==> config.mk <==
export PLATFORM = sky130hd
export DESIGN_NAME = regfile_ctx_seq_flat
export DESIGN_NICKNAME = d
export VERILOG_FILES = /design/src/rtl/regfile_ctx_seq_if.sv /design/src/rtl/regfile_ctx_seq.sv /design/src/flat_wrapper.sv
export SDC_FILE = /design/constraint.sdc
export NUM_CORES = 1
export LEC_CHECK = 0
export ABC_AREA = 1
export BUFFER_PORTS_ARGS = -buffer_cell sky130_fd_sc_hd__buf_2
export CORE_MARGIN = 1.5
export CORE_UTILIZATION = 56
export DETAILED_ROUTE_END_ITERATION = 8
export GPL_TIMING_DRIVEN = 0
export PLACE_DENSITY = 0.8
export RECOVER_POWER = 100
export SYNTH_ARGS = -nofsm -noshare
export SYNTH_HDL_FRONTEND = slang
export SYNTH_SLANG_ARGS = --single-unit
==> constraint.sdc <==
create_clock -name CGRA_Clock -period 2.2 [get_ports CGRA_Clock]
set_input_delay 0.11 -clock CGRA_Clock [delete_from_list [all_inputs] [get_ports CGRA_Clock]]
set_output_delay 0.11 -clock CGRA_Clock [all_outputs]
set_load 0.005 [all_outputs]
==> src/rtl/regfile_ctx_seq_if.sv <==
// Handshake and register-file bundle for the context sequencer.
// master = sequencer side, slave = register file / stream / command environment.
interface regfile_ctx_seq_if #(
    parameter int log2regs = 3,
    parameter int size     = 32
);
    logic                cmd_valid;
    logic                cmd_ready;
    logic                cmd_save;
    logic                busy;
    logic                done;

    logic                rf_WE0;
    logic                rf_WE1;
    logic [log2regs-1:0] rf_address_in0;
    logic [log2regs-1:0] rf_address_in1;
    logic [size-1:0]     rf_in0;
    logic [size-1:0]     rf_in1;
    logic [log2regs-1:0] rf_address_out0;
    logic [size-1:0]     rf_out0;

    logic                s_valid;
    logic                s_ready;
    logic [size-1:0]     s_data;

    logic                m_valid;
    logic                m_ready;
    logic [size-1:0]     m_data;
    logic                m_last;

    modport master (
        input  cmd_valid, cmd_save, rf_out0, s_valid, s_data, m_ready,
        output cmd_ready, busy, done,
        output rf_WE0, rf_WE1, rf_address_in0, rf_address_in1, rf_in0, rf_in1, rf_address_out0,
        output s_ready, m_valid, m_data, m_last
    );

    modport slave (
        output cmd_valid, cmd_save, rf_out0, s_valid, s_data, m_ready,
        input  cmd_ready, busy, done,
        input  rf_WE0, rf_WE1, rf_address_in0, rf_address_in1, rf_in0, rf_in1, rf_address_out0,
        input  s_ready, m_valid, m_data, m_last
    );
endinterface

==> src/rtl/regfile_ctx_seq.sv <==
// Context save/restore sequencer: save streams every register out through a 2-entry FIFO, restore writes beats back in pairs one cycle after each odd beat.
// Save reads stall on FIFO room and m_ready; restore holds s_ready until the last beat. Macro REGFILE_CTX_CHECKSUM_EN adds an XOR checksum beat and ck_err.
module regfile_ctx_fifo #(
    parameter int WIDTH = 32,
    parameter int DEPTH = 2
) (
    input  logic                         CGRA_Clock,
    input  logic                         CGRA_Reset,
    input  logic                         push_vld,
    input  logic [WIDTH-1:0]             push_dat,
    input  logic                         pop_rdy,
    output logic [WIDTH-1:0]             head_dat,
    output logic [$clog2(DEPTH+1)-1:0]   cnt
);
    localparam int PW   = (DEPTH > 1) ? $clog2(DEPTH) : 1;
    localparam int CNTW = $clog2(DEPTH+1);

    logic [WIDTH-1:0] mem [DEPTH];
    logic [PW-1:0]    wr_ptr;
    logic [PW-1:0]    rd_ptr;
    logic             push_ok;
    logic             pop_ok;

    function automatic logic [PW-1:0] ptr_inc(input logic [PW-1:0] p);
        return (p == PW'(DEPTH-1)) ? '0 : p + 1'b1;
    endfunction

    assign push_ok  = push_vld && (cnt != CNTW'(DEPTH));
    assign pop_ok   = pop_rdy && (cnt != '0);
    assign head_dat = mem[rd_ptr];

    always_ff @(posedge CGRA_Clock or negedge CGRA_Reset) begin
        if (!CGRA_Reset) begin
            wr_ptr <= '0;
            rd_ptr <= '0;
            cnt    <= '0;
            for (int i = 0; i < DEPTH; i++) mem[i] <= '0;
        end else begin
            if (push_ok) begin
                mem[wr_ptr] <= push_dat;
                wr_ptr      <= ptr_inc(wr_ptr);
            end
            if (pop_ok) rd_ptr <= ptr_inc(rd_ptr);
            case ({push_ok, pop_ok})
                2'b10:   cnt <= cnt + 1'b1;
                2'b01:   cnt <= cnt - 1'b1;
                default: ;
            endcase
        end
    end
endmodule

module regfile_ctx_seq #(
    parameter int log2regs = 3,
    parameter int size     = 32
) (
    input  logic CGRA_Clock,
    input  logic CGRA_Reset,
    regfile_ctx_seq_if.master bus
`ifdef REGFILE_CTX_CHECKSUM_EN
    ,
    output logic ck_err
`endif
);
    localparam int NREGS = 1 << log2regs;
`ifdef REGFILE_CTX_CHECKSUM_EN
    localparam int NBEATS = NREGS + 1;
`else
    localparam int NBEATS = NREGS;
`endif
    localparam int CW = log2regs + 1;
    localparam logic [CW-1:0]       N_REGS_C  = CW'(NREGS);
    localparam logic [CW-1:0]       N_BEATS_C = CW'(NBEATS);
    localparam logic [CW-1:0]       LAST_BEAT = CW'(NBEATS - 1);
    localparam logic [log2regs-1:0] ONE_A     = log2regs'(1);

    typedef enum logic [1:0] {IDLE, SAVE, RESTORE, DONE} state_t;
    state_t state_q, state_d;

    logic                cmd_acc;
    logic                rd_room, rd_issue, rd_is_ck, rd_real;
    logic                rd_pend_q, pend_ck_q;
    logic [CW-1:0]       rd_idx_q, tx_cnt_q, rx_cnt_q;
    logic [log2regs-1:0] raddr_q;
    logic [1:0]          fifo_cnt;
    logic                fifo_empty;
    logic [size-1:0]     fifo_head, push_dat;
    logic                m_xfer, s_acc, rx_data, restore_end;
    logic [size-1:0]     ck_acc_q, pend_q;
    logic                wr_vld_q;
    logic [log2regs-1:0] waddr0_q, waddr1_q;
    logic [size-1:0]     wdat0_q, wdat1_q;

    // Index NREGS is the checksum slot: it takes a throttle slot like a read but drives no address.
    assign cmd_acc  = (state_q == IDLE) && bus.cmd_valid;
    assign rd_room  = (fifo_cnt == 2'd0) || ((fifo_cnt == 2'd1) && !rd_pend_q);
    assign rd_issue = (state_q == SAVE) && (rd_idx_q < N_BEATS_C) && rd_room;
    assign rd_is_ck = (rd_idx_q == N_REGS_C);
    assign rd_real  = rd_issue && !rd_is_ck;
    assign bus.rf_address_out0 = rd_real ? rd_idx_q[log2regs-1:0] : raddr_q;

    assign push_dat   = pend_ck_q ? ck_acc_q : bus.rf_out0;
    assign fifo_empty = (fifo_cnt == 2'd0);
    assign bus.m_valid = !fifo_empty;
    assign bus.m_data  = fifo_head;
    assign bus.m_last  = !fifo_empty && (tx_cnt_q == LAST_BEAT);
    assign m_xfer      = bus.m_valid && bus.m_ready;

    assign bus.s_ready = (state_q == RESTORE) && (rx_cnt_q < N_BEATS_C);
    assign s_acc       = bus.s_ready && bus.s_valid;
    assign rx_data     = s_acc && (rx_cnt_q < N_REGS_C);

    assign bus.rf_WE0         = wr_vld_q;
    assign bus.rf_WE1         = wr_vld_q;
    assign bus.rf_address_in0 = waddr0_q;
    assign bus.rf_address_in1 = waddr1_q;
    assign bus.rf_in0         = wdat0_q;
    assign bus.rf_in1         = wdat1_q;

`ifdef REGFILE_CTX_CHECKSUM_EN
    assign restore_end = s_acc && (rx_cnt_q == N_REGS_C);
`else
    assign restore_end = wr_vld_q && (rx_cnt_q == N_REGS_C);
`endif

    regfile_ctx_fifo #(.WIDTH(size), .DEPTH(2)) u_out_fifo (
        .CGRA_Clock (CGRA_Clock),
        .CGRA_Reset (CGRA_Reset),
        .push_vld   (rd_pend_q),
        .push_dat   (push_dat),
        .pop_rdy    (m_xfer),
        .head_dat   (fifo_head),
        .cnt        (fifo_cnt)
    );

    always_ff @(posedge CGRA_Clock or negedge CGRA_Reset) begin
        if (!CGRA_Reset) state_q <= IDLE;
        else             state_q <= state_d;
    end

    always_comb begin
        state_d       = state_q;
        bus.cmd_ready = 1'b0;
        bus.busy      = 1'b1;
        bus.done      = 1'b0;
        unique case (state_q)
            IDLE: begin
                bus.cmd_ready = 1'b1;
                bus.busy      = 1'b0;
                if (bus.cmd_valid) state_d = bus.cmd_save ? SAVE : RESTORE;
            end
            SAVE:    if (m_xfer && bus.m_last) state_d = DONE;
            RESTORE: if (restore_end) state_d = DONE;
            DONE: begin
                bus.done = 1'b1;
                state_d  = IDLE;
            end
            default: state_d = IDLE;
        endcase
    end

    always_ff @(posedge CGRA_Clock or negedge CGRA_Reset) begin
        if (!CGRA_Reset) begin
            rd_idx_q  <= '0;
            tx_cnt_q  <= '0;
            rx_cnt_q  <= '0;
            rd_pend_q <= 1'b0;
            pend_ck_q <= 1'b0;
            raddr_q   <= '0;
            ck_acc_q  <= '0;
            pend_q    <= '0;
            wr_vld_q  <= 1'b0;
            waddr0_q  <= '0;
            waddr1_q  <= '0;
            wdat0_q   <= '0;
            wdat1_q   <= '0;
        end else begin
            rd_pend_q <= rd_issue;
            pend_ck_q <= rd_issue && rd_is_ck;
            wr_vld_q  <= 1'b0;
            if (cmd_acc) begin
                rd_idx_q <= '0;
                tx_cnt_q <= '0;
                rx_cnt_q <= '0;
                ck_acc_q <= '0;
            end else begin
                if (rd_issue) rd_idx_q <= rd_idx_q + 1'b1;
                if (m_xfer)   tx_cnt_q <= tx_cnt_q + 1'b1;
                if (s_acc)    rx_cnt_q <= rx_cnt_q + 1'b1;
                if (rd_pend_q && !pend_ck_q) ck_acc_q <= ck_acc_q ^ bus.rf_out0;
                else if (rx_data)            ck_acc_q <= ck_acc_q ^ bus.s_data;
            end
            if (rd_real) raddr_q <= rd_idx_q[log2regs-1:0];
            // Even beats park in pend_q; the odd beat releases both words as one dual write.
            if (rx_data) begin
                if (!rx_cnt_q[0]) begin
                    pend_q <= bus.s_data;
                end else begin
                    wr_vld_q <= 1'b1;
                    waddr0_q <= rx_cnt_q[log2regs-1:0] & ~ONE_A;
                    waddr1_q <= rx_cnt_q[log2regs-1:0];
                    wdat0_q  <= pend_q;
                    wdat1_q  <= bus.s_data;
                end
            end
        end
    end

`ifdef REGFILE_CTX_CHECKSUM_EN
    always_ff @(posedge CGRA_Clock or negedge CGRA_Reset) begin
        if (!CGRA_Reset)                            ck_err <= 1'b0;
        else if (cmd_acc)                           ck_err <= 1'b0;
        else if (s_acc && (rx_cnt_q == N_REGS_C))   ck_err <= (bus.s_data != ck_acc_q);
    end
`endif
endmodule

==> src/flat_wrapper.sv <==
// flat-port wrapper written by rule: the top's interface ports become plain ports
module regfile_ctx_seq_flat 
#(
    parameter int log2regs = 3,
    parameter int size     = 32
)
  (CGRA_Clock, CGRA_Reset, bus_cmd_valid, bus_cmd_save, bus_rf_out0, bus_s_valid, bus_s_data, bus_m_ready, bus_cmd_ready, bus_busy, bus_done, bus_rf_WE0, bus_rf_WE1, bus_rf_address_in0, bus_rf_address_in1, bus_rf_in0, bus_rf_in1, bus_rf_address_out0, bus_s_ready, bus_m_valid, bus_m_data, bus_m_last);
  regfile_ctx_seq_if #(.log2regs(log2regs), .size(size)) bus_i ();
  input  logic CGRA_Clock;
  input  logic CGRA_Reset;
  input wire logic [$bits(bus_i.cmd_valid)-1:0] bus_cmd_valid;
  input wire logic [$bits(bus_i.cmd_save)-1:0] bus_cmd_save;
  input wire logic [$bits(bus_i.rf_out0)-1:0] bus_rf_out0;
  input wire logic [$bits(bus_i.s_valid)-1:0] bus_s_valid;
  input wire logic [$bits(bus_i.s_data)-1:0] bus_s_data;
  input wire logic [$bits(bus_i.m_ready)-1:0] bus_m_ready;
  output wire logic [$bits(bus_i.cmd_ready)-1:0] bus_cmd_ready;
  output wire logic [$bits(bus_i.busy)-1:0] bus_busy;
  output wire logic [$bits(bus_i.done)-1:0] bus_done;
  output wire logic [$bits(bus_i.rf_WE0)-1:0] bus_rf_WE0;
  output wire logic [$bits(bus_i.rf_WE1)-1:0] bus_rf_WE1;
  output wire logic [$bits(bus_i.rf_address_in0)-1:0] bus_rf_address_in0;
  output wire logic [$bits(bus_i.rf_address_in1)-1:0] bus_rf_address_in1;
  output wire logic [$bits(bus_i.rf_in0)-1:0] bus_rf_in0;
  output wire logic [$bits(bus_i.rf_in1)-1:0] bus_rf_in1;
  output wire logic [$bits(bus_i.rf_address_out0)-1:0] bus_rf_address_out0;
  output wire logic [$bits(bus_i.s_ready)-1:0] bus_s_ready;
  output wire logic [$bits(bus_i.m_valid)-1:0] bus_m_valid;
  output wire logic [$bits(bus_i.m_data)-1:0] bus_m_data;
  output wire logic [$bits(bus_i.m_last)-1:0] bus_m_last;
  assign bus_i.cmd_valid = bus_cmd_valid;
  assign bus_i.cmd_save = bus_cmd_save;
  assign bus_i.rf_out0 = bus_rf_out0;
  assign bus_i.s_valid = bus_s_valid;
  assign bus_i.s_data = bus_s_data;
  assign bus_i.m_ready = bus_m_ready;
  assign bus_cmd_ready = bus_i.cmd_ready;
  assign bus_busy = bus_i.busy;
  assign bus_done = bus_i.done;
  assign bus_rf_WE0 = bus_i.rf_WE0;
  assign bus_rf_WE1 = bus_i.rf_WE1;
  assign bus_rf_address_in0 = bus_i.rf_address_in0;
  assign bus_rf_address_in1 = bus_i.rf_address_in1;
  assign bus_rf_in0 = bus_i.rf_in0;
  assign bus_rf_in1 = bus_i.rf_in1;
  assign bus_rf_address_out0 = bus_i.rf_address_out0;
  assign bus_s_ready = bus_i.s_ready;
  assign bus_m_valid = bus_i.m_valid;
  assign bus_m_data = bus_i.m_data;
  assign bus_m_last = bus_i.m_last;
  regfile_ctx_seq #(.log2regs(log2regs), .size(size)) u_core (.CGRA_Clock(CGRA_Clock), .CGRA_Reset(CGRA_Reset), .bus(bus_i));
endmodule
After elaboration in Yosys (flattened, before gate mapping)
Cells that the tools add are included.
{ "classes": {"magnitude_cmp": 5, "eq_ne": 13, "n_addsub": 7, "mux": 30, "bitwise": 5, "n_reduce_logical": 33} }
{ "ops": {"columns": ["operator", "n"], "rows": [
  ["32-bit 2-to-1 mux", 8],
  ["64-bit bitwise mux", 1],
  ["32-bit bitwise XOR", 2],
  ["32-bit demux with 1-bit select", 1],
  ["4-bit 2-to-1 mux", 6],
  ["1-bit logical AND", 17],
  ["4-bit by 1-bit adder with 4-bit output (second input constant)", 3],
  ["2-bit nonzero test", 5],
  ["4-bit equality test (second input constant)", 2],
  ["4-bit < comparator (second input constant)", 2],
  ["2-bit 2-to-1 mux", 4],
  ["2-bit one-hot mux with 4 select lines", 1],
  ["1-bit 2-to-1 mux", 7],
  ["2-bit by 1-bit equality test with 1-bit output (second input constant)", 3],
  ["2-bit equality test (second input constant)", 3],
  ["2-bit inequality test (second input constant)", 3],
  ["4-bit by 3-bit equality test with 1-bit output (second input constant)", 1],
  ["2-bit greater-or-equal comparator (second input constant)", 2],
  ["1-bit logical NOT", 4],
  ["2-bit logical NOT", 2],
  ["1-bit NOT with 2-bit output", 2],
  ["2-bit one-hot mux with 2 select lines", 1],
  ["2-bit AND reduction", 2],
  ["3-bit 2-to-1 mux", 1],
  ["other kinds (9)", 10]
]} }
{ "word_totals": {"output_inout_bits": 113, "reg_bits": 221, "elab_cells": 112, "in_bits": 70} }

Depth between registers and ports, before layout
{ "depth": {"ltp_word": 7, "depth_mapped": 10, "ltp_nobuf": 10} }

Hierarchy
From an unflattened synthesis, not the netlist that was laid out.
{ "hier_totals": {"cells_unflattened": 1312, "area_unflattened_um2": 10432.5} }
{ "modules_own_cells": {"columns": ["module", "seq_area_each_um2", "cells_each", "area_each_um2", "n_inst"], "rows": [
  ["regfile_ctx_seq", 3778.6, 896, 7144.4, 1],
  ["regfile_ctx_fifo", 1701.6, 416, 3288.2, 1]
]} }

Least setup slack after synthesis
Ideal clock, no wire load.
{ "synth_path": {"path_kind": "reg-to-reg", "from": "reg u_core.state_q[0]", "to": "reg u_core.ck_acc_q[0]", "synth_period_minus_slack_ns": 1.538, "path_stages_with_launch": 8, "arrival_ns": 1.419, "path_slack_ns": 0.662, "setup_ns": 0.119, "required_time_ns": 2.081, "path_buffers": 1, "cell_sequence": "dfrtp_1 inv_1 ha_1 nand2_1 nand3_2 buf_2 a21oi_1 nor2_1"} }
{ "synth_between": {"elab_chain_len": 5, "word_cells_on_any_way": 8, "classes_between": "eq/ne: 1; mux: 1; reduce/logical: 6"} }
{ "synth_lines": {"columns": ["item", "line_no", "source"], "rows": [
  ["from (decl)", "regfile_ctx_seq.sv:78", "state_t state_q, state_d;"],
  ["from (signal assigned)", "regfile_ctx_seq.sv:138", "else state_q <= state_d;"],
  ["2-bit equality test", "regfile_ctx_seq.sv:109", "assign bus.s_ready = (state_q == RESTORE) && (rx_cnt_q < N_BEATS_C);"],
  ["1-bit logical AND", "regfile_ctx_seq.sv:109", null],
  ["1-bit logical AND", "regfile_ctx_seq.sv:110", "assign s_acc = bus.s_ready && bus.s_valid;"],
  ["1-bit logical AND", "regfile_ctx_seq.sv:111", "assign rx_data = s_acc && (rx_cnt_q < N_REGS_C);"],
  ["3-bit nonzero test (no line)", null, null],
  ["to (signal assigned)", "regfile_ctx_seq.sv:190", "if (rd_pend_q && !pend_ck_q) ck_acc_q <= ck_acc_q ^ bus.rf_out0;"],
  ["to (signal assigned)", "regfile_ctx_seq.sv:191", "else if (rx_data) ck_acc_q <= ck_acc_q ^ bus.s_data;"],
  ["to (decl)", "regfile_ctx_seq.sv:89", "logic [size-1:0] ck_acc_q, pend_q;"]
]} }
Several ways; a longest one is shown, not always the timed one.
A chain may end at the register's enable or synchronous reset.

Final worst setup path
{ "layout_path": {"from": "reg u_core.u_out_fifo.cnt[0]", "to": "out bus_rf_address_out0[0]"} }
{ "layout_between": {"elab_chain_len": 6, "word_cells_on_any_way": 7, "classes_between": "eq/ne: 1; mux: 1; reduce/logical: 5"} }
{ "layout_lines": {"columns": ["item", "line_no", "source"], "rows": [
  ["from (decl)", "regfile_ctx_seq.sv:13", "output logic [$clog2(DEPTH+1)-1:0] cnt"],
  ["from (signal assigned)", "regfile_ctx_seq.sv:45", "2'b10: cnt <= cnt + 1'b1;"],
  ["from (signal assigned)", "regfile_ctx_seq.sv:46", "2'b01: cnt <= cnt - 1'b1;"],
  ["2-bit by 1-bit equality test with 1-bit output", "regfile_ctx_seq.sv:96", "assign rd_room = (fifo_cnt == 2'd0) || ((fifo_cnt == 2'd1) && !rd_pend_q);"],
  ["1-bit logical AND", "regfile_ctx_seq.sv:96", null],
  ["1-bit logical OR *", "regfile_ctx_seq.sv:96", null],
  ["1-bit logical AND *", "regfile_ctx_seq.sv:97", "assign rd_issue = (state_q == SAVE) && (rd_idx_q < N_BEATS_C) && rd_room;"],
  ["1-bit logical AND *", "regfile_ctx_seq.sv:99", "assign rd_real = rd_issue && !rd_is_ck;"],
  ["3-bit 2-to-1 mux *", "regfile_ctx_seq.sv:100", "assign bus.rf_address_out0 = rd_real ? rd_idx_q[log2regs-1:0] : raddr_q;"],
  ["to (decl)", "flat_wrapper.sv:26", "output wire logic [$bits(bus_i.rf_address_out0)-1:0] bus_rf_address_out0;"]
]} }
Every way passes the cells marked *; elsewhere a longest branch is shown, timed or not.

==> impl_metrics.ini <==
[run_status]
status = finished, final reports clean

[floorplanning]
die_h_um = 138
ios = 183
die-area_um2 = 19000
start_util_pct = 56.9
coreArea_um2 = 17900
die_w_um = 138
rows = 49

[logic_synthesis]
synthTopCellsByCount = nand2_1 (513), dfrtp_1 (219), o21ai_0 (137), inv_1 (88), nand3_1 (75)
synth_top_area_cell = dfrtp_1
ys_ff_latch = 219
synth_edf_count = 0
yosysSeqAreaShare_pct = 53.8
synthDistinctLibCells = 28
ys.flop_type = dfrtp_1
syn-cell-area_um2 = 10200
yosysTopAreaCellShare_pct = 53.8
post_synth.cell_area_avg_um2 = 8.09
synthTopCellsByArea = dfrtp_1 (54%), nand2_1 (19%), o21ai_0 (6.7%)
synthCells = 1259
synth.most_common_cell = nand2_1
synthArstFlopShare_pct = 100
ys_warn_count = 0

[worst_hold_path]
min_path_type = input port to flop

[route]
wirelength_mm = 28.8
drcViolationCount = 0
num_vias = 9516
vias_per_cell = 5.36
drt_pass1_iterations = 5
drt_iter0_drc = 614
drtAntennaViolNets = 0
routedWlPerCell_um = 16.2

[cts]
clk_latency_ps = 510
htreeDepth = 1
clockRootBuffer = clkbuf_16
cts_buffer_depth = 3
clock_sinks = 219
cts_tree = yes
clkTransAtPathRegs_ps = 60
numCtsBuffers = 23

[pwr]
p_leak_uw = 0.00670
worst_ir_drop_vdd_v = 0.000745
power_density_nw_per_um2 = 1340

[sta]
finalClockSkew_ps = 5.99
finalCriticalPeriod_ps = 2080
worst_pin_slew_ps = 1460
rsz0062_at_grt = false
finalCritPeriodShare_pct = 94.7
max_freq_ghz = 0.480
maxSlewHeadroom_pct = 2.62
hold_violations = 0
setup_viol = 0
tns_ps = 0
drv_slew = 0

[cells_and_area]
regArea_um2 = 5480
drive_gt1_share_pct = 14.2
final_area_um2 = 12600
n_fill_cell = 1484
area_growth_pct = 24.1
multi_input_area_um2 = 3880
fin_nets = 1614

[global_routing]
grt_max_degree = 115
antenna_found_initial = 2
gr-total-overflow = 0
track_usage_pct = 30.5
grt_pass1_vias = 9065
grt_pass1_wl_mm = 44.7

[setup_path]
worstPathArrival_ps = 1970
cp-start-kind = flop
end_kind = primary output
criticalPathCategory = flop to primary output
rrSetupSlack_ps = 150
cp.required_ps = 2090
crit_path_max_fanout = 7

[placed_design]
dp_hpwl_mm = 19.4
gp_congestion = 0.918
place_area_um2 = 11400
port_buffers = 181

[flow_run]
cap_violations = 0
[path summary, 6_finish.rpt]
kind / start / to / cells after the start
min in group asynchronous: CGRA_Reset / u_core.pend_q[4] / 2
hold / removal: bus_rf_out0[21] / u_core.u_out_fifo.mem[21] / 5
hold reg to reg: u_core.bus.rf_in0[24] / u_core.bus.rf_in0[24] / 2
max in group asynchronous: CGRA_Reset / u_core.u_out_fifo.mem[60] / 3
setup / recovery: u_core.u_out_fifo.cnt[0] / bus_rf_address_out0[0] / 8
setup reg to reg: u_core.state_q[0] / u_core.bus.rf_in1[25] / 9
[placed cells by master, fill, tap and decap left out, types with 23 or more instances in the layout]
cell and n:
clkbuf_1 95, nor2_1 45, o21ai_0 154, nand2_1 512
inv_1 90, dfrtp_1 219, dlygate4sd3_1 63, nand3_1 75
a21oi_1 37, buf_2 131, clkbuf_16 23
[registers in the layout, summed over array words and instances (netlist names)]
signal                     flops
u_core.bus.rf_WE0              1
u_core.bus.rf_address_in1      3
u_core.bus.rf_in0             32
u_core.bus.rf_in1             32
u_core.ck_acc_q               32
u_core.pend_ck_q               1
u_core.pend_q                 32
u_core.raddr_q                 3
u_core.rd_idx_q                4
u_core.rd_pend_q               1
u_core.rx_cnt_q                4
u_core.state_q                 2
u_core.tx_cnt_q                4
u_core.u_out_fifo.cnt          2
u_core.u_out_fifo.mem         64
u_core.u_out_fifo.rd_ptr       1
u_core.u_out_fifo.wr_ptr       1
[where the power goes]
part	switching (uW)	total, uW	internal (uW)
combinational	3850	6080	2230
sequential	1020	6810	5790
clock	1580	4040	2460
[area by class of cell]
type / count / area share [%]
Sequential cell: 219 / 43.4
Multi-Input combinational cell: 875 / 30.7
Timing Repair Buffer: 246 / 11.7
Clock buffer: 31 / 5.27
Buffer: 73 / 2.90
Inverter: 92 / 2.73
Tap cell: 229 / 2.27
Clock inverter: 9 / 0.981
Antenna cell: 2 / 0.0396
[timing repair]
action,in CTS,in global routing
hold buffers,63,0
buffers inserted,1,0
gates cloned,0,0
pin swaps,1,0
gates resized for setup,7,6
endpoints found under the setup margin,3,65
hold endpoints to repair,222,0
[through the flow]
| stage | worst slack [ps] | power, uW | hold slack, ps | instances | util, % |
|---|---|---|---|---|---|
| 2_1_floorplan | 662 | 10500 | -186 | 1260 | - |
| 3_3_place_gp | -2730 | 12700 | 408 | 1670 | 63.6 |
| 3_5_place_dp | 141 | 12900 | 215 | 1671 | 63.8 |
| 4_1_cts | 14.3 | 17200 | 1.84 | 1775 | 71.8 |
| 5_1_grt | 12.1 | 18200 | 19.6 | 1776 | 70.6 |
| 6_report | 116 | 16900 | 17.3 | 1776 | 70.6 |
[metal layers]
layer / wire [um] / vias to the layer above / part of all wire (%) / track usage [%]
met2: 13700 / 443 / 48 / 49.5
met3: 2210 / 79 / 7.7 / 5.33
met1: 11700 / 4486 / 41 / 40.7
met5: 0 / - / 0 / 0
li1: - / 4508 / - / -
met4: 1070 / 0 / 3.7 / 12.6
[logic make-up (layout without fill, tap and decap cells)]
logic type	Yosys count	count (layout)	synth area share [%]
xor gates and xnor gates	5	5	0.430
other	1	4	0.0368
buffers and inverters	166	451	7.48
AOI/OAI and AO/OA	209	209	11.3
DFF	219	219	53.8
adders and majority gates	14	14	1.72
and+or+nand+nor	645	645	25.3
[critical path: stages (launching register included)]
cell	delay [ps]
dfrtp_1	390
inv_1	80
ha_1	250
inv_1	140
o21ai_2	100
nand2_2	150
nand2_1	70
o21ai_1	110
buf_2	160
No activity file was read; power rests on OpenSTA's default activity.
